==> config.mk <==
export PLATFORM = sky130hd
export DESIGN_NAME = alu_muldiv_flat
export DESIGN_NICKNAME = d
export VERILOG_FILES = /design/src/rtl/alu_muldiv_if.sv /design/src/rtl/alu_muldiv.sv /design/src/flat_wrapper.sv
export SDC_FILE = /design/constraint.sdc
export NUM_CORES = 1
export LEC_CHECK = 0
export CAP_MARGIN = 20
export CORE_UTILIZATION = 35
export DETAILED_ROUTE_END_ITERATION = 8
export PLACE_DENSITY = 0.63
export SYNTH_ARGS = -nofsm -noshare
export SYNTH_HDL_FRONTEND = slang
export SYNTH_SLANG_ARGS = --single-unit
==> constraint.sdc <==
create_clock -name clk -period 6.3 [get_ports clk]
set_input_delay 1.26 -clock clk [delete_from_list [all_inputs] [get_ports clk]]
set_output_delay 1.26 -clock clk [all_outputs]
set_load 0.01 [all_outputs]
==> src/rtl/alu_muldiv_if.sv <==
// Pipeline-side bundle for the iterative RV32M/RV64M multiply/divide unit:
// operand handshake, result handshake, flush and busy status.
interface alu_muldiv_if #(
    parameter int XLEN = 32
) ();
    logic            flush;
    logic            inValid;
    logic            inReady;
    logic [XLEN-1:0] opA;
    logic [XLEN-1:0] opB;
    logic [2:0]      mdOp;
    logic            outValid;
    logic            outReady;
    logic [XLEN-1:0] mdOut;
    logic            busy;

    modport master (
        output flush, inValid, opA, opB, mdOp, outReady,
        input  inReady, outValid, mdOut, busy
    );

    modport slave (
        input  flush, inValid, opA, opB, mdOp, outReady,
        output inReady, outValid, mdOut, busy
    );
endinterface

==> src/rtl/alu_muldiv.sv <==
// Iterative RV32M/RV64M multiply/divide: one shift-add or restoring-divide step per clock.
// Define ALU_MULDIV_EARLY_OUT_EN to let zero-operand, divide-by-zero and overflow cases skip BUSY.
module alu_muldiv #(
    parameter int XLEN  = 32,
    parameter int CNT_W = $clog2(XLEN) + 1
) (
    input  logic         clk,
    input  logic         rst_n,
    alu_muldiv_if.slave  bus
);
    localparam logic [2:0] OP_MUL    = 3'b000;
    localparam logic [2:0] OP_MULH   = 3'b001;
    localparam logic [2:0] OP_MULHSU = 3'b010;
    localparam logic [2:0] OP_DIV    = 3'b100;
    localparam logic [2:0] OP_REM    = 3'b110;
    localparam logic [XLEN-1:0] MIN_NEG = {1'b1, {(XLEN-1){1'b0}}};

    typedef enum logic [1:0] {
        S_IDLE,
        S_BUSY,
        S_DONE
    } state_t;

    state_t              state_reg, state_next;
    logic [CNT_W-1:0]    cnt_reg, cnt_next;
    logic [2*XLEN-1:0]   acc_reg, acc_next;
    logic [XLEN-1:0]     mag_reg, mag_next;
    logic [XLEN-1:0]     opa_reg, opa_next;
    logic [2:0]          op_reg, op_next;
    logic                res_neg_reg, res_neg_next;
    logic                div_zero_reg, div_zero_next;
    logic                ovf_reg, ovf_next;
    logic [XLEN-1:0]     md_out_reg, md_out_next;
    logic                out_valid_reg, out_valid_next;

    // Operand decode at the input handshake
    logic            in_ready;
    logic            in_fire;
    logic            in_is_div;
    logic            signed_a;
    logic            signed_b;
    logic            neg_a;
    logic            neg_b;
    logic [XLEN-1:0] mag_a;
    logic [XLEN-1:0] mag_b;
    logic            start_div_zero;
    logic            start_ovf;

    always_comb begin
        in_ready       = rst_n && (state_reg == S_IDLE);
        in_fire        = bus.inValid && in_ready;
        in_is_div      = bus.mdOp[2];
        signed_a       = (bus.mdOp == OP_MULH) || (bus.mdOp == OP_MULHSU) ||
                         (bus.mdOp == OP_DIV)  || (bus.mdOp == OP_REM);
        signed_b       = (bus.mdOp == OP_MULH) || (bus.mdOp == OP_DIV) || (bus.mdOp == OP_REM);
        neg_a          = signed_a && bus.opA[XLEN-1];
        neg_b          = signed_b && bus.opB[XLEN-1];
        mag_a          = neg_a ? (~bus.opA + XLEN'(1)) : bus.opA;
        mag_b          = neg_b ? (~bus.opB + XLEN'(1)) : bus.opB;
        start_div_zero = in_is_div && (bus.opB == '0);
        start_ovf      = ((bus.mdOp == OP_DIV) || (bus.mdOp == OP_REM)) &&
                         (bus.opA == MIN_NEG) && (bus.opB == '1);
    end

`ifdef ALU_MULDIV_EARLY_OUT_EN
    logic            early_hit;
    logic [XLEN-1:0] early_res;

    // Every bypassed case has a result computable straight from the raw operands.
    always_comb begin
        early_hit = (bus.opA == '0) || (bus.opB == '0) || start_ovf;
        early_res = '0;
        if (in_is_div) begin
            if (start_div_zero) begin
                early_res = bus.mdOp[1] ? bus.opA : '1;
            end else if (start_ovf) begin
                early_res = bus.mdOp[1] ? '0 : bus.opA;
            end
        end
    end
`endif

    // One iteration of the datapath, shared by multiply and divide
    logic [XLEN:0]     mul_sum;
    logic [2*XLEN-1:0] mul_step;
    logic [XLEN:0]     rem_shift;
    logic              div_ge;
    logic [XLEN-1:0]   div_sub;
    logic [2*XLEN-1:0] div_step;
    logic [2*XLEN-1:0] acc_step;

    always_comb begin
        mul_sum   = {1'b0, acc_reg[2*XLEN-1:XLEN]} + (acc_reg[0] ? {1'b0, mag_reg} : '0);
        mul_step  = {mul_sum, acc_reg[XLEN-1:1]};
        rem_shift = acc_reg[2*XLEN-1:XLEN-1];
        div_ge    = rem_shift >= {1'b0, mag_reg};
        div_sub   = rem_shift[XLEN-1:0] - mag_reg;
        div_step  = div_ge ? {div_sub, acc_reg[XLEN-2:0], 1'b1}
                           : {rem_shift[XLEN-1:0], acc_reg[XLEN-2:0], 1'b0};
        acc_step  = op_reg[2] ? div_step : mul_step;
    end

    // Sign correction and result selection from the final iteration
    logic [2*XLEN-1:0] prod_fix;
    logic [XLEN-1:0]   quo_fix;
    logic [XLEN-1:0]   rem_fix;
    logic [XLEN-1:0]   final_res;

    always_comb begin
        prod_fix = res_neg_reg ? (~acc_step + (2*XLEN)'(1)) : acc_step;
        quo_fix  = res_neg_reg ? (~acc_step[XLEN-1:0] + XLEN'(1)) : acc_step[XLEN-1:0];
        rem_fix  = res_neg_reg ? (~acc_step[2*XLEN-1:XLEN] + XLEN'(1)) : acc_step[2*XLEN-1:XLEN];
        final_res = '0;
        case (op_reg[2:1])
            2'b00:   final_res = (op_reg[0] == 1'b0) ? prod_fix[XLEN-1:0] : prod_fix[2*XLEN-1:XLEN];
            2'b01:   final_res = prod_fix[2*XLEN-1:XLEN];
            2'b10: begin
                if (div_zero_reg)  final_res = '1;
                else if (ovf_reg)  final_res = opa_reg;
                else               final_res = quo_fix;
            end
            default: begin
                if (div_zero_reg)  final_res = opa_reg;
                else if (ovf_reg)  final_res = '0;
                else               final_res = rem_fix;
            end
        endcase
    end

    always_comb begin
        state_next     = state_reg;
        cnt_next       = cnt_reg;
        acc_next       = acc_reg;
        mag_next       = mag_reg;
        opa_next       = opa_reg;
        op_next        = op_reg;
        res_neg_next   = res_neg_reg;
        div_zero_next  = div_zero_reg;
        ovf_next       = ovf_reg;
        md_out_next    = md_out_reg;
        out_valid_next = out_valid_reg;

        case (state_reg)
            S_IDLE: begin
                if (in_fire) begin
                    op_next       = bus.mdOp;
                    opa_next      = bus.opA;
                    acc_next      = in_is_div ? {{XLEN{1'b0}}, mag_a} : {{XLEN{1'b0}}, mag_b};
                    mag_next      = in_is_div ? mag_b : mag_a;
                    res_neg_next  = (bus.mdOp == OP_REM) ? neg_a : (neg_a ^ neg_b);
                    div_zero_next = start_div_zero;
                    ovf_next      = start_ovf;
                    cnt_next      = CNT_W'(XLEN);
                    state_next    = S_BUSY;
`ifdef ALU_MULDIV_EARLY_OUT_EN
                    if (early_hit) begin
                        md_out_next    = early_res;
                        out_valid_next = 1'b1;
                        state_next     = S_DONE;
                    end
`endif
                end
            end
            S_BUSY: begin
                acc_next = acc_step;
                cnt_next = cnt_reg - CNT_W'(1);
                if (cnt_reg == CNT_W'(1)) begin
                    md_out_next    = final_res;
                    out_valid_next = 1'b1;
                    state_next     = S_DONE;
                end
            end
            S_DONE: begin
                if (out_valid_reg && bus.outReady) begin
                    out_valid_next = 1'b0;
                    state_next     = S_IDLE;
                end
            end
            default: begin
                state_next     = S_IDLE;
                out_valid_next = 1'b0;
            end
        endcase

        // Flush wins over everything, including a handshake in the same cycle.
        if (bus.flush) begin
            state_next     = S_IDLE;
            cnt_next       = '0;
            out_valid_next = 1'b0;
        end
    end

    always_ff @(posedge clk) begin
        if (!rst_n) begin
            state_reg     <= S_IDLE;
            cnt_reg       <= '0;
            acc_reg       <= '0;
            mag_reg       <= '0;
            opa_reg       <= '0;
            op_reg        <= '0;
            res_neg_reg   <= 1'b0;
            div_zero_reg  <= 1'b0;
            ovf_reg       <= 1'b0;
            md_out_reg    <= '0;
            out_valid_reg <= 1'b0;
        end else begin
            state_reg     <= state_next;
            cnt_reg       <= cnt_next;
            acc_reg       <= acc_next;
            mag_reg       <= mag_next;
            opa_reg       <= opa_next;
            op_reg        <= op_next;
            res_neg_reg   <= res_neg_next;
            div_zero_reg  <= div_zero_next;
            ovf_reg       <= ovf_next;
            md_out_reg    <= md_out_next;
            out_valid_reg <= out_valid_next;
        end
    end

    assign bus.inReady  = in_ready;
    assign bus.outValid = out_valid_reg;
    assign bus.mdOut    = md_out_reg;
    assign bus.busy     = (state_reg != S_IDLE);
endmodule

==> src/flat_wrapper.sv <==
// flat-port wrapper written by rule: the top's interface ports become plain ports
module alu_muldiv_flat 
#(
    parameter int XLEN  = 32,
    parameter int CNT_W = $clog2(XLEN) + 1
)
  (clk, rst_n, bus_flush, bus_inValid, bus_opA, bus_opB, bus_mdOp, bus_outReady, bus_inReady, bus_outValid, bus_mdOut, bus_busy);
  alu_muldiv_if #(.XLEN(XLEN)) bus_i ();
  input  logic clk;
  input  logic rst_n;
  input wire logic [$bits(bus_i.flush)-1:0] bus_flush;
  input wire logic [$bits(bus_i.inValid)-1:0] bus_inValid;
  input wire logic [$bits(bus_i.opA)-1:0] bus_opA;
  input wire logic [$bits(bus_i.opB)-1:0] bus_opB;
  input wire logic [$bits(bus_i.mdOp)-1:0] bus_mdOp;
  input wire logic [$bits(bus_i.outReady)-1:0] bus_outReady;
  output wire logic [$bits(bus_i.inReady)-1:0] bus_inReady;
  output wire logic [$bits(bus_i.outValid)-1:0] bus_outValid;
  output wire logic [$bits(bus_i.mdOut)-1:0] bus_mdOut;
  output wire logic [$bits(bus_i.busy)-1:0] bus_busy;
  assign bus_i.flush = bus_flush;
  assign bus_i.inValid = bus_inValid;
  assign bus_i.opA = bus_opA;
  assign bus_i.opB = bus_opB;
  assign bus_i.mdOp = bus_mdOp;
  assign bus_i.outReady = bus_outReady;
  assign bus_inReady = bus_i.inReady;
  assign bus_outValid = bus_i.outValid;
  assign bus_mdOut = bus_i.mdOut;
  assign bus_busy = bus_i.busy;
  alu_muldiv #(.XLEN(XLEN), .CNT_W(CNT_W)) u_core (.clk(clk), .rst_n(rst_n), .bus(bus_i));
endmodule
==> impl_metrics.tcl, run 1 <==
set metrics [dict create \
    end_kind "flop" \
    insertedDiodeCount 0 \
    fin_crit_ns 5.91 \
    tns_ns 0 \
    die_h_um 223 \
    max_slew_margin 0.180 \
    firstDrtPassIters 6 \
    largest_register_ffs 64 \
    dp.cells 3054 \
    holdBufCountCts 0 \
    ir_drop_uv 208 \
    syn_avg_cell_area_um2 6.98 \
    port_buffers 106 \
    ys_ff_latch 175 \
    drcViolationCount 0 \
    dr.first_iter.drc_count 2366 \
    layout_commonest_cell "nand2_1" \
    drive_gt1_frac 0.0643 \
    async_flop_share 0 \
    grt_util_all_layers 0.314 \
    crit_chain "and2_1 > ha_1 > fa_1 > a21o_1 > a221oi_1 > o21ai_1 > a31o_2 > a21oi_1 > mux2i_1 > o211ai_1 > a211oi_2 > nand4b_1 > o41ai_2 > xnor2_1 > o41ai_1 > a22o_1" \
    cp_slowest_cell "a221oi_1" \
    path_class "reg -> reg" \
    syn_to_final_growth_pct 12.9 \
    grt_max_degree 89 \
    layout_common_cells "nand2_1 (298), a21oi_1 (240), nor2_1 (236)" \
    worstMarginPinSlew_ns 1.22 \
    critPathLaunchType "flop" \
    cts.sinks 175 \
    start_util 0.356 \
    required_ns 6.76 \
    antenna_left 0 \
    synth_nets 2597 \
    skew_ns 0.0215 \
    postCtsSetupBuffers 0 \
    grt_pass1_wl_um 116000 \
    routedWlPerCell_um 25.9 \
    via_per_inst 6.34 \
    power_density_nw_per_um2 197 \
    status "finished clean" \
    io_pins 107 \
    slew_viol_final 0 \
    p_leak_nw 7.29 \
    synth_edf_count 0 \
    path_clk_slew_ns 0.08 \
    max_stage_delay_ns 0.68 \
    yosysUniqueCellTypes 89 \
    cap_viol_max_count 0 \
    antenna_found_initial 5 \
    clk_path_buf_depth 2 \
    hold_violations 0 \
    grt_pass1_vias 17800 \
    hold_class "reg -> reg" \
    rsz0062_at_grt "no" \
    path_max_fanout 12 \
    synthFlopType "dfxtp_1" \
    finish.utilization 0.402 \
    setup_viol 0 \
    core_area_um2 48000 \
    clock_latency_ns 0.52 \
    seq_area_um2 3510 \
    period_share 0.938 \
    fill_cells 5051 \
    syn_inst 2453 \
    max_freq_mhz 169 \
    setup_slack_ns 0.389 \
    ys_warn_count 0 \
    rows 80 \
    place_congestion 1.03 \
    instances_no_fill 3086 \
    grt_remaining_overflow 0 \
    num_vias 19600 \
    dp_slack_ns 0.640 \
    finalWirelength_um 79800 \
    hpwl_um 61500 \
    arrival_ns 6.37 \
    dieWidth_um 223 \
    cts-resized-gates 0 \
    multi_input_area_um2 12700 \
    seq_area_frac_synth 0.205 \
    h-tree-depth 4 \
    nets 2602 \
    cts_buffers 17 \
    die_area_um2 49800 \
    cts_root_buffer "clkbuf_16" \
    syn_area_um2 17100 \
    cts_tree "built" \
]
[report_power, final]
| group | switching [mW] | internal (mW) |
|---|---|---|
| clock | 0.584 | 0.563 |
| sequential | 0.0781 | 1.15 |
| combinational | 0.958 | 0.468 |
[metrics by stage]
step | total power, mW | instance area [µm²] | hold WS, ns
after floorplan | 2.09 | 17100 | 0.440
after global placement | 2.63 | 18700 | 0.456
after detailed placement | 2.63 | 18700 | 0.458
after CTS | 3.77 | 19300 | 0.474
after global routing | 3.93 | 19300 | 0.491
final | 3.80 | 19300 | 0.469
[cell usage after synthesis (all sizes together), types with 5 or more instances]
master,instances,area share
nand2,300,0.066
nor2,241,0.053
a21oi,240,0.070
dfxtp,175,0.20
o21ai,155,0.045
clkbuf,142,0.031
xnor2,118,0.060
nand3,100,0.029
xor2,76,0.039
inv,73,0.016
ha,70,0.051
nor3,66,0.020
a221oi,63,0.034
a211oi,61,0.027
and2,45,0.016
o31ai,43,0.019
nand4,39,0.014
buf,35,0.0092
mux2i,34,0.020
a31oi,31,0.012
o211ai,29,0.013
a21o,26,0.011
or3,22,0.0080
o21a,20,0.0088
mux2,18,0.012
and3,16,0.0058
nor2b,16,0.0058
nor4,15,0.0055
nand2b,14,0.0051
o41ai,14,0.0080
a2111oi,13,0.0068
or2,13,0.0049
a22oi,11,0.0048
or4,10,0.0048
o21bai,9,0.0039
a21boi,7,0.0031
a221o,7,0.0041
o31a,7,0.0036
o311ai,6,0.0031
a311oi,5,0.0026
o2111ai,5,0.0026
o211a,5,0.0029
o22ai,5,0.0018
[critical path, delay by kind of cell, from the launching register on]
kind / cells / cell delay, ns
muxes: 1 / 0.33
AOI/OAI and AO/OA: 10 / 3.73
adders and majority gates: 2 / 0.64
DFF: 1 / 0.48
and+or+nand+nor: 2 / 0.54
xor gates and xnor gates: 1 / 0.13
[final cells by class]
cell class                      count  share of cell area
Timing Repair Buffer              163              0.0772
Inverter                           74              0.0144
Clock inverter                     15             0.00880
Multi-Input combinational cell   2027               0.656
Clock buffer                       17              0.0220
Sequential cell                   175               0.181
Tap cell                          615              0.0398
[layer usage]
| metal | GRT usage | part of all wire | wire length (µm) | up-vias |
|---|---|---|---|---|
| met3 | 0.0570 | 0.089 | 7090 | 184 |
| met4 | 0.172 | 0.054 | 4340 | 2 |
| met2 | 0.483 | 0.43 | 34600 | 1023 |
| met5 | 0 | 0.00016 | 13 | - |
| li1 | - | - | - | 8994 |
| met1 | 0.416 | 0.42 | 33800 | 9360 |
[path summary, 6_finish.rpt]
check / start / endpoint / slack, ns / cells after the start
hold reg to reg: u_core.bus.mdOut[12] / u_core.bus.mdOut[12] / 0.47 / 2
setup / recovery: u_core.acc_reg[0] / u_core.bus.mdOut[26] / 0.39 / 16
setup reg to reg: u_core.acc_reg[0] / u_core.bus.mdOut[26] / 0.39 / 16
hold / removal: u_core.bus.mdOut[12] / u_core.bus.mdOut[12] / 0.47 / 2
[kinds of logic after synthesis]
kind of cell / after synthesis / synth area share
adder cells (fa/ha/maj): 72 / 0.0535
AND/OR/NAND/NOR: 917 / 0.250
buffers and inverters: 251 / 0.0565
flip-flops: 175 / 0.205
multiplexers: 52 / 0.0317
AO/OA/AOI/OAI: 792 / 0.305
XOR/XNOR: 194 / 0.0992
Power figures use the tool's default switching activity.
==> run 2, diff against run 1 <==
--- a/config.mk
+++ b/config.mk
@@ -9,6 +9,7 @@
 export CORE_UTILIZATION = 35
 export DETAILED_ROUTE_END_ITERATION = 8
 export PLACE_DENSITY = 0.63
+export SLEW_MARGIN = 10
 export SYNTH_ARGS = -nofsm -noshare
 export SYNTH_HDL_FRONTEND = slang
 export SYNTH_SLANG_ARGS = --single-unit
==> results of run 2 <==
No change in the layout: final DEF, timing and power equal those of run 1.
